--- config.mk ---
export PLATFORM = sky130hd
export DESIGN_NAME = alu_seq16
export DESIGN_NICKNAME = d
export VERILOG_FILES = /design/src/rtl/alu_seq16.sv
export SDC_FILE = /design/constraint.sdc
export NUM_CORES = 1
export LEC_CHECK = 0
export CAP_MARGIN = 20
export CORE_UTILIZATION = 40
export CTS_BUF_LIST = sky130_fd_sc_hd__clkbuf_8
export DETAILED_ROUTE_END_ITERATION = 10
export DONT_BUFFER_PORTS = 1
export SLEW_MARGIN = 20
export SYNTH_ARGS = -nofsm -noshare
export SYNTH_HDL_FRONTEND = slang
export SYNTH_SLANG_ARGS = --single-unit
--- constraint.sdc ---
create_clock -name clk -period 2.51 [get_ports clk]
set_input_delay 0.502 -clock clk [delete_from_list [all_inputs] [get_ports clk]]
set_output_delay 0.502 -clock clk [all_outputs]
set_load 0.02 [all_outputs]
--- src/rtl/alu_seq16.sv ---
// Nibble-serial ALU sequencer: walks W-bit operands through one external 4-bit ALU
// slice, LSB nibble first, chaining the slice carry through a register.
module alu_seq16 #(
    parameter int NIBBLES = 4
) (
    input  logic                 clk,
    input  logic                 rst_n,
    input  logic                 req_valid,
    output logic                 req_ready,
    input  logic [4*NIBBLES-1:0] req_a,
    input  logic [4*NIBBLES-1:0] req_b,
    input  logic [2:0]           req_op,
    output logic                 rsp_valid,
    input  logic                 rsp_ready,
    output logic [4*NIBBLES-1:0] rsp_f,
    output logic                 rsp_cout,
    output logic                 rsp_zero,
    output logic                 rsp_ovf,
    output logic                 rsp_err,
    output logic [3:0]           alu_a,
    output logic [3:0]           alu_b,
    output logic [3:0]           alu_s,
    output logic                 alu_m,
    output logic                 alu_cn,
    input  logic [3:0]           alu_f,
    input  logic                 alu_cout
);
    localparam int W     = 4 * NIBBLES;
    localparam int IDX_W = $clog2(NIBBLES);

    localparam logic [2:0] OP_ADD  = 3'd0;
    localparam logic [2:0] OP_SUB  = 3'd1;
    localparam logic [2:0] OP_NAND = 3'd5;

    typedef enum logic [1:0] {
        IDLE = 2'd0,
        EXEC = 2'd1,
        ERR  = 2'd2,
        DONE = 2'd3
    } state_t;

    state_t           state_q, state_d;
    logic [W-1:0]     a_q, a_d;
    logic [W-1:0]     b_q, b_d;
    logic [2:0]       op_q, op_d;
    logic [IDX_W-1:0] idx_q, idx_d;
    logic             carry_q, carry_d;
    logic [W-1:0]     result_q, result_d;
    logic             cout_q, cout_d;
    logic             zero_q, zero_d;
    logic             ovf_q, ovf_d;
    logic             err_q, err_d;

    logic             is_arith;
    logic             is_sub;

    assign is_sub   = (op_q == OP_SUB);
    assign is_arith = (op_q == OP_ADD) || is_sub;

    always_ff @(posedge clk or negedge rst_n) begin
        if (!rst_n) begin
            state_q  <= IDLE;
            a_q      <= '0;
            b_q      <= '0;
            op_q     <= '0;
            idx_q    <= '0;
            carry_q  <= 1'b0;
            result_q <= '0;
            cout_q   <= 1'b0;
            zero_q   <= 1'b0;
            ovf_q    <= 1'b0;
            err_q    <= 1'b0;
        end else begin
            state_q  <= state_d;
            a_q      <= a_d;
            b_q      <= b_d;
            op_q     <= op_d;
            idx_q    <= idx_d;
            carry_q  <= carry_d;
            result_q <= result_d;
            cout_q   <= cout_d;
            zero_q   <= zero_d;
            ovf_q    <= ovf_d;
            err_q    <= err_d;
        end
    end

    always_comb begin
        state_d   = state_q;
        a_d       = a_q;
        b_d       = b_q;
        op_d      = op_q;
        idx_d     = idx_q;
        carry_d   = carry_q;
        result_d  = result_q;
        cout_d    = cout_q;
        zero_d    = zero_q;
        ovf_d     = ovf_q;
        err_d     = err_q;
        req_ready = 1'b0;
        rsp_valid = 1'b0;
        alu_a     = 4'h0;
        alu_b     = 4'h0;
        alu_s     = 4'h0;
        alu_m     = 1'b1;
        alu_cn    = 1'b0;

        case (state_q)
            IDLE: begin
                req_ready = 1'b1;
                if (req_valid) begin
                    a_d      = req_a;
                    b_d      = req_b;
                    op_d     = req_op;
                    idx_d    = '0;
                    carry_d  = 1'b0;
                    result_d = '0;
                    cout_d   = 1'b0;
                    zero_d   = 1'b0;
                    ovf_d    = 1'b0;
                    err_d    = 1'b0;
                    state_d  = (req_op <= OP_NAND) ? EXEC : ERR;
                end
            end
            EXEC: begin
                alu_a  = a_q[{idx_q, 2'b00} +: 4];
                alu_b  = b_q[{idx_q, 2'b00} +: 4];
                alu_m  = !is_arith;
                // Logic ops 2..5 map onto slice selects 0..3.
                alu_s  = is_arith ? {3'b000, is_sub} : {1'b0, op_q - 3'd2};
                alu_cn = (idx_q == '0) ? is_sub : (is_arith & carry_q);
                for (int i = 0; i < NIBBLES; i++) begin
                    if (idx_q == IDX_W'(i)) begin
                        result_d[4*i +: 4] = alu_f;
                    end
                end
                carry_d = alu_cout;
                idx_d   = idx_q + 1'b1;
                if (idx_q == IDX_W'(NIBBLES - 1)) begin
                    state_d = DONE;
                    cout_d  = is_arith & alu_cout;
                    zero_d  = (result_d == '0);
                    // Top nibble result is still on alu_f this cycle.
                    ovf_d   = is_arith
                            && ((a_q[W-1] ^ b_q[W-1]) == is_sub)
                            && (alu_f[3] != a_q[W-1]);
                end
            end
            ERR: begin
                state_d = DONE;
                err_d   = 1'b1;
                zero_d  = 1'b1;
            end
            DONE: begin
                rsp_valid = 1'b1;
                if (rsp_ready) begin
                    state_d = IDLE;
                end
            end
            default: state_d = IDLE;
        endcase
    end

    assign rsp_f    = result_q;
    assign rsp_cout = cout_q;
    assign rsp_zero = zero_q;
    assign rsp_ovf  = ovf_q;
    assign rsp_err  = err_q;

endmodule

* After elaboration in Yosys (flattened, before gate mapping)
Cells that the tools add are included.
** Storage, ports and cells
- Register bits :: 60
- Bits of input ports :: 44
- Output and inout port bits :: 36
- Word-level logic and storage cells :: 83
** Cells by class
- $add $sub $neg :: 2
- Magnitude comparators :: 1
- Equal/unequal tests :: 12
- Shift operators :: 2
- Multiplexer cells :: 35
- Bitwise logic cells :: 3
- Reduce and logical (&&, ||, !) cells :: 17
** Operators with widths (count)
- two-way mux 4 bit :: 10
- one-hot mux 16 bit (2 select lines) :: 1
- variable part select 16 x 5 -> 4 bit :: 2
- logical NOT 16 bit :: 1
- two-way mux 16 bit :: 1
- two-way mux 2 bit :: 5
- two-way mux 1 bit :: 9
- AND reduction 3 bit :: 3
- equality test 2 bit, second input constant :: 4
- one-hot mux 1 bit (2 select lines) :: 4
- one-hot mux 2 bit (4 select lines) :: 1
- two-way mux 3 bit :: 2
- inequality test 2 bit, second input constant :: 3
- AND reduction 2 bit :: 3
- equality test 2 x 1 -> 1 bit, second input constant :: 2
- logical NOT 2 bit :: 2
- one-hot mux 2 bit (2 select lines) :: 1
- nonzero test 2 bit :: 2
- equality test 3 x 1 -> 1 bit, second input constant :: 1
- less-or-equal comparator 3 bit, second input constant :: 1
- logical NOT 3 bit :: 1
- one-hot mux 1 bit (3 select lines) :: 1
- nonzero test 3 bit :: 1
- subtractor 3 x 2 -> 3 bit, second input constant :: 1
- other kinds (8) :: 10

* Longest topological paths before layout
- Depth in word-level cells :: 6
- Gate-level depth with buffers :: 8

* Least setup slack after synthesis
OpenSTA, ideal clock, no wires.
- Path kind :: register to output
- Start point :: register idx_q[1]
- End point :: output port alu_cn
- Arrival :: 1.555 ns
- Required time :: 2.008 ns
- Slack :: 0.453 ns
- Stages on the path, launching flop included :: 7
- Cell sequence :: dfrtp_1 clkbuf_1 inv_1 ha_1 buf_4 mux2i_1 nor2_1
** Between the ends
- Cells in the longest elaborated chain, start to end :: 3
** Ends and longest elaborated chain
- start: declaration :: line 46 : logic [IDX_W-1:0] idx_q, idx_d;
- start signal: assignment :: line 78 : idx_q <= idx_d;
- logical NOT 2 bit :: line 131 : alu_cn = (idx_q == '0) ? is_sub : (is_arith & carry_q);
- two-way mux 1 bit :: line 131
- two-way mux 1 bit :: line 108 : case (state_q)
- end: declaration :: line 24 : output logic alu_cn,
No other way between the ends.

* Final worst setup path
- Start point :: register idx_q[0]
- End point :: output port alu_cn
The elaborated chain is that of the path after synthesis.

==> impl_metrics.env <==
export IMPL_status="complete, no violations"
export IMPL_die_x_um=89.9
export IMPL_nets=333
export IMPL_syn_area_um2=3090
export IMPL_r2r_slack_ps=590
export IMPL_synth_top_area_frac=0.486
export IMPL_vdd_drop_max_v=0.000558
export IMPL_setup_tns_ps=0
export IMPL_clock_path_buffers=2
export IMPL_viasPerCell=5.29
export IMPL_synth_common_cells="60 x dfrtp_1, 29 x mux2_1, 23 x nand2_1"
export IMPL_drt_iter0_drc=118
export IMPL_grt_overflow=0
export IMPL_drc=0
export IMPL_yosysMostFrequentCell="dfrtp_1"
export IMPL_setup_violations_final=0
export IMPL_drv_slew=0
export IMPL_cp_end_kind="output port"
export IMPL_chipHeight_um=89.9
export IMPL_cp_start_kind="register"
export IMPL_fin_crit_sh=0.926
export IMPL_cpPeakStageDelay_ps=440
export IMPL_power_total_mw=4.67
export IMPL_r2r_start="state_q[1]"
export IMPL_postCtsSetupRepairBufs=0
export IMPL_synth_ff_type="dfrtp_1"
export IMPL_cp_slowest_cell="ha_1"
export IMPL_grt_pass1_vias=2087
export IMPL_insertion_delay_ps=340
export IMPL_max_freq_mhz=430
export IMPL_final_util=0.462
export IMPL_clock_skew_ps=5.85
export IMPL_synth_edf_count=0
export IMPL_cts_root_buf="clkbuf_8"
export IMPL_r2r_cells=6
export IMPL_drtAntennaViolNets=0
export IMPL_clkPwrFrac=0.186
export IMPL_crit_chain="inv_1, ha_1, mux2i_1, nor2_1, buf_4"
export IMPL_crit_path_start="idx_q[0]"
export IMPL_p_comb_frac=0.405
export IMPL_cp_arrival_ps=1820
export IMPL_synthTopCellsByArea="dfrtp_1 49%, mux2_1 11%, mux4_2 5.8%, ha_1 3.6%, a31oi_1 3.4%"
export IMPL_ys_ff_latch=60
export IMPL_via_count=2041
export IMPL_grt_pass1_wl_mm=11.1
export IMPL_rsz0062_at_grt="no"
export IMPL_synthDistinctLibCells=36
export IMPL_switching_share=0.410
export IMPL_cts_tree="yes"
export IMPL_p_leak_nw=1.45
export IMPL_p_sw_mw=1.92
export IMPL_cts_sinks=60
export IMPL_yosys_warnings=0
export IMPL_antenna_found_initial=2
export IMPL_pre_cts_slack_ps=526
export IMPL_fin_crit_ps=2320
export IMPL_synth_cells=276
export IMPL_cp_depth=5
export IMPL_drive_above_1_share=0.165
export IMPL_seq_area_frac_synth=0.486
export IMPL_yosys_area_top_type="dfrtp_1"
export IMPL_whs_ps=10.8
export IMPL_hpwl_mm=4.49
export IMPL_power_frac_seq=0.408
export IMPL_core_um2=7370
export IMPL_syn_nets=329
export IMPL_drtPass1Iterations=4
export IMPL_initial_core_util=0.420
export IMPL_hold_path_class="input pin to async pin"
export IMPL_place_congestion=0.790
export IMPL_syn2layout_area_growth_pct=10.2
export IMPL_p_int_mw=2.76
export IMPL_dieArea_um2=8080
export IMPL_std_cell_rows=31
export IMPL_clk_pin_slew_ps=70
export IMPL_crit_fanout=13
export IMPL_syn_area_per_cell_um2=11.2
export IMPL_cap_violations=0
export IMPL_fillers=694
export IMPL_synthArstFlopShare=1.00
export IMPL_cp_endpoint="alu_cn"
export IMPL_grt_max_degree=61
export IMPL_crit_family="adder cells"
export IMPL_wl_per_cell_um=17.0
export IMPL_r2r_end="rsp_ovf"
export IMPL_drt_total_wl_mm=6.54
export IMPL_hold_violations=0
export IMPL_worst_slack_ps=186
export IMPL_required_ps=2010
export IMPL_cts_buffers=9
export IMPL_p_per_area_nw_per_um2=1370
export IMPL_io_pins=80
export IMPL_port_buffers=0
export IMPL_crit_buf_inv=2
export IMPL_critPathKind="register to output port"
export IMPL_grt_use_total=0.175
export IMPL_h_tree_depth=3
## timing repair
action	in CTS	in global routing
gates resized for setup	0	0
endpoints found under the hold margin	60	0
hold buffers	1	0
## power by group through the flow
| stage | Clock [mW] | Combinational (mW) | Sequential (mW) |
|---|---|---|---|
| after floorplan | 0 | 1.60 | 1.82 |
| after global placement | 0 | 1.85 | 1.92 |
| after detailed placement | 0 | 1.89 | 1.93 |
| after CTS | 0.909 | 1.92 | 1.91 |
| after global routing | 0.948 | 2.13 | 1.98 |
| final | 0.871 | 1.89 | 1.91 |
## placed cells by master, fill, tap and decap left out, types with 2 or more instances in the layout
cell type / instances
o21ai_0: 19
mux2_2: 7
and2_1: 9
diode_2: 2
nor2b_1: 15
nand4_1: 2
o21ai_2: 2
nand3_1: 3
nor2_1: 18
dfrtp_1: 60
nand2_1: 23
mux4_2: 8
nand2b_1: 3
mux2_1: 29
clkbuf_8: 9
clkinv_4: 2
clkinvlp_4: 2
ha_1: 9
inv_1: 7
nor3_1: 5
buf_4: 10
a31oi_1: 17
a21oi_1: 7
a32o_1: 2
## through the flow
step	area, µm²	std cells
floorplan	3090	276
global placement	3180	367
detailed placement	3180	367
CTS	3400	384
global route	3410	386
finish	3410	386
## how the worst min path moves through the flow
stage | startpoint | endpoint | slack (ps) | cells after the start
after detailed placement | rst_n | rsp_f[7] | 210 | 0
after CTS | rst_n | rsp_f[7] | 20 | 1
final | rst_n | rsp_f[7] | 10 | 1
after floorplan | rst_n | a_q[0] | 210 | 0
after global routing | rst_n | rsp_f[7] | 20 | 1
after global placement | rst_n | rsp_f[7] | 210 | 0
## sequential cells by signal, indices dropped and copies added (netlist names)
signal and flops:
a_q 16, b_q 16, rsp_f 16, op_q 3, idx_q 2, state_q 2
carry_q 1, rsp_cout 1, rsp_err 1, rsp_ovf 1, rsp_zero 1
## kinds of logic after synthesis
kind of cell,Yosys count,share of synthesized area
AOI/OAI and AO/OA,52,0.102
xor gates and xnor gates,1,0.00283
adders and majority gates,9,0.0364
buffers and inverters,25,0.0457
DFF,60,0.486
muxes,45,0.193
other,1,0.00121
and+or+nand+nor,83,0.134
## final cells by class
class                      instances  area [µm²]  area share
inverter                           7        26.3     0.00771
clock buffer                       9         124      0.0363
clock inverter                     7        76.3      0.0224
multi-input combinational        191        1450       0.425
timing repair buffer              11         103      0.0301
sequential                        60        1500       0.441
antenna                            2        5.00     0.00147
tap                               99         124      0.0363
## layer usage
layer,vias up,global-route usage,part of all wire
li1,993,-,-
met1,978,0.218,0.43
met2,63,0.271,0.47
met3,7,0.0871,0.088
met4,0,0.0470,0.0090
met5,-,0,0
Note: power is estimated with default switching activity, not from simulation.
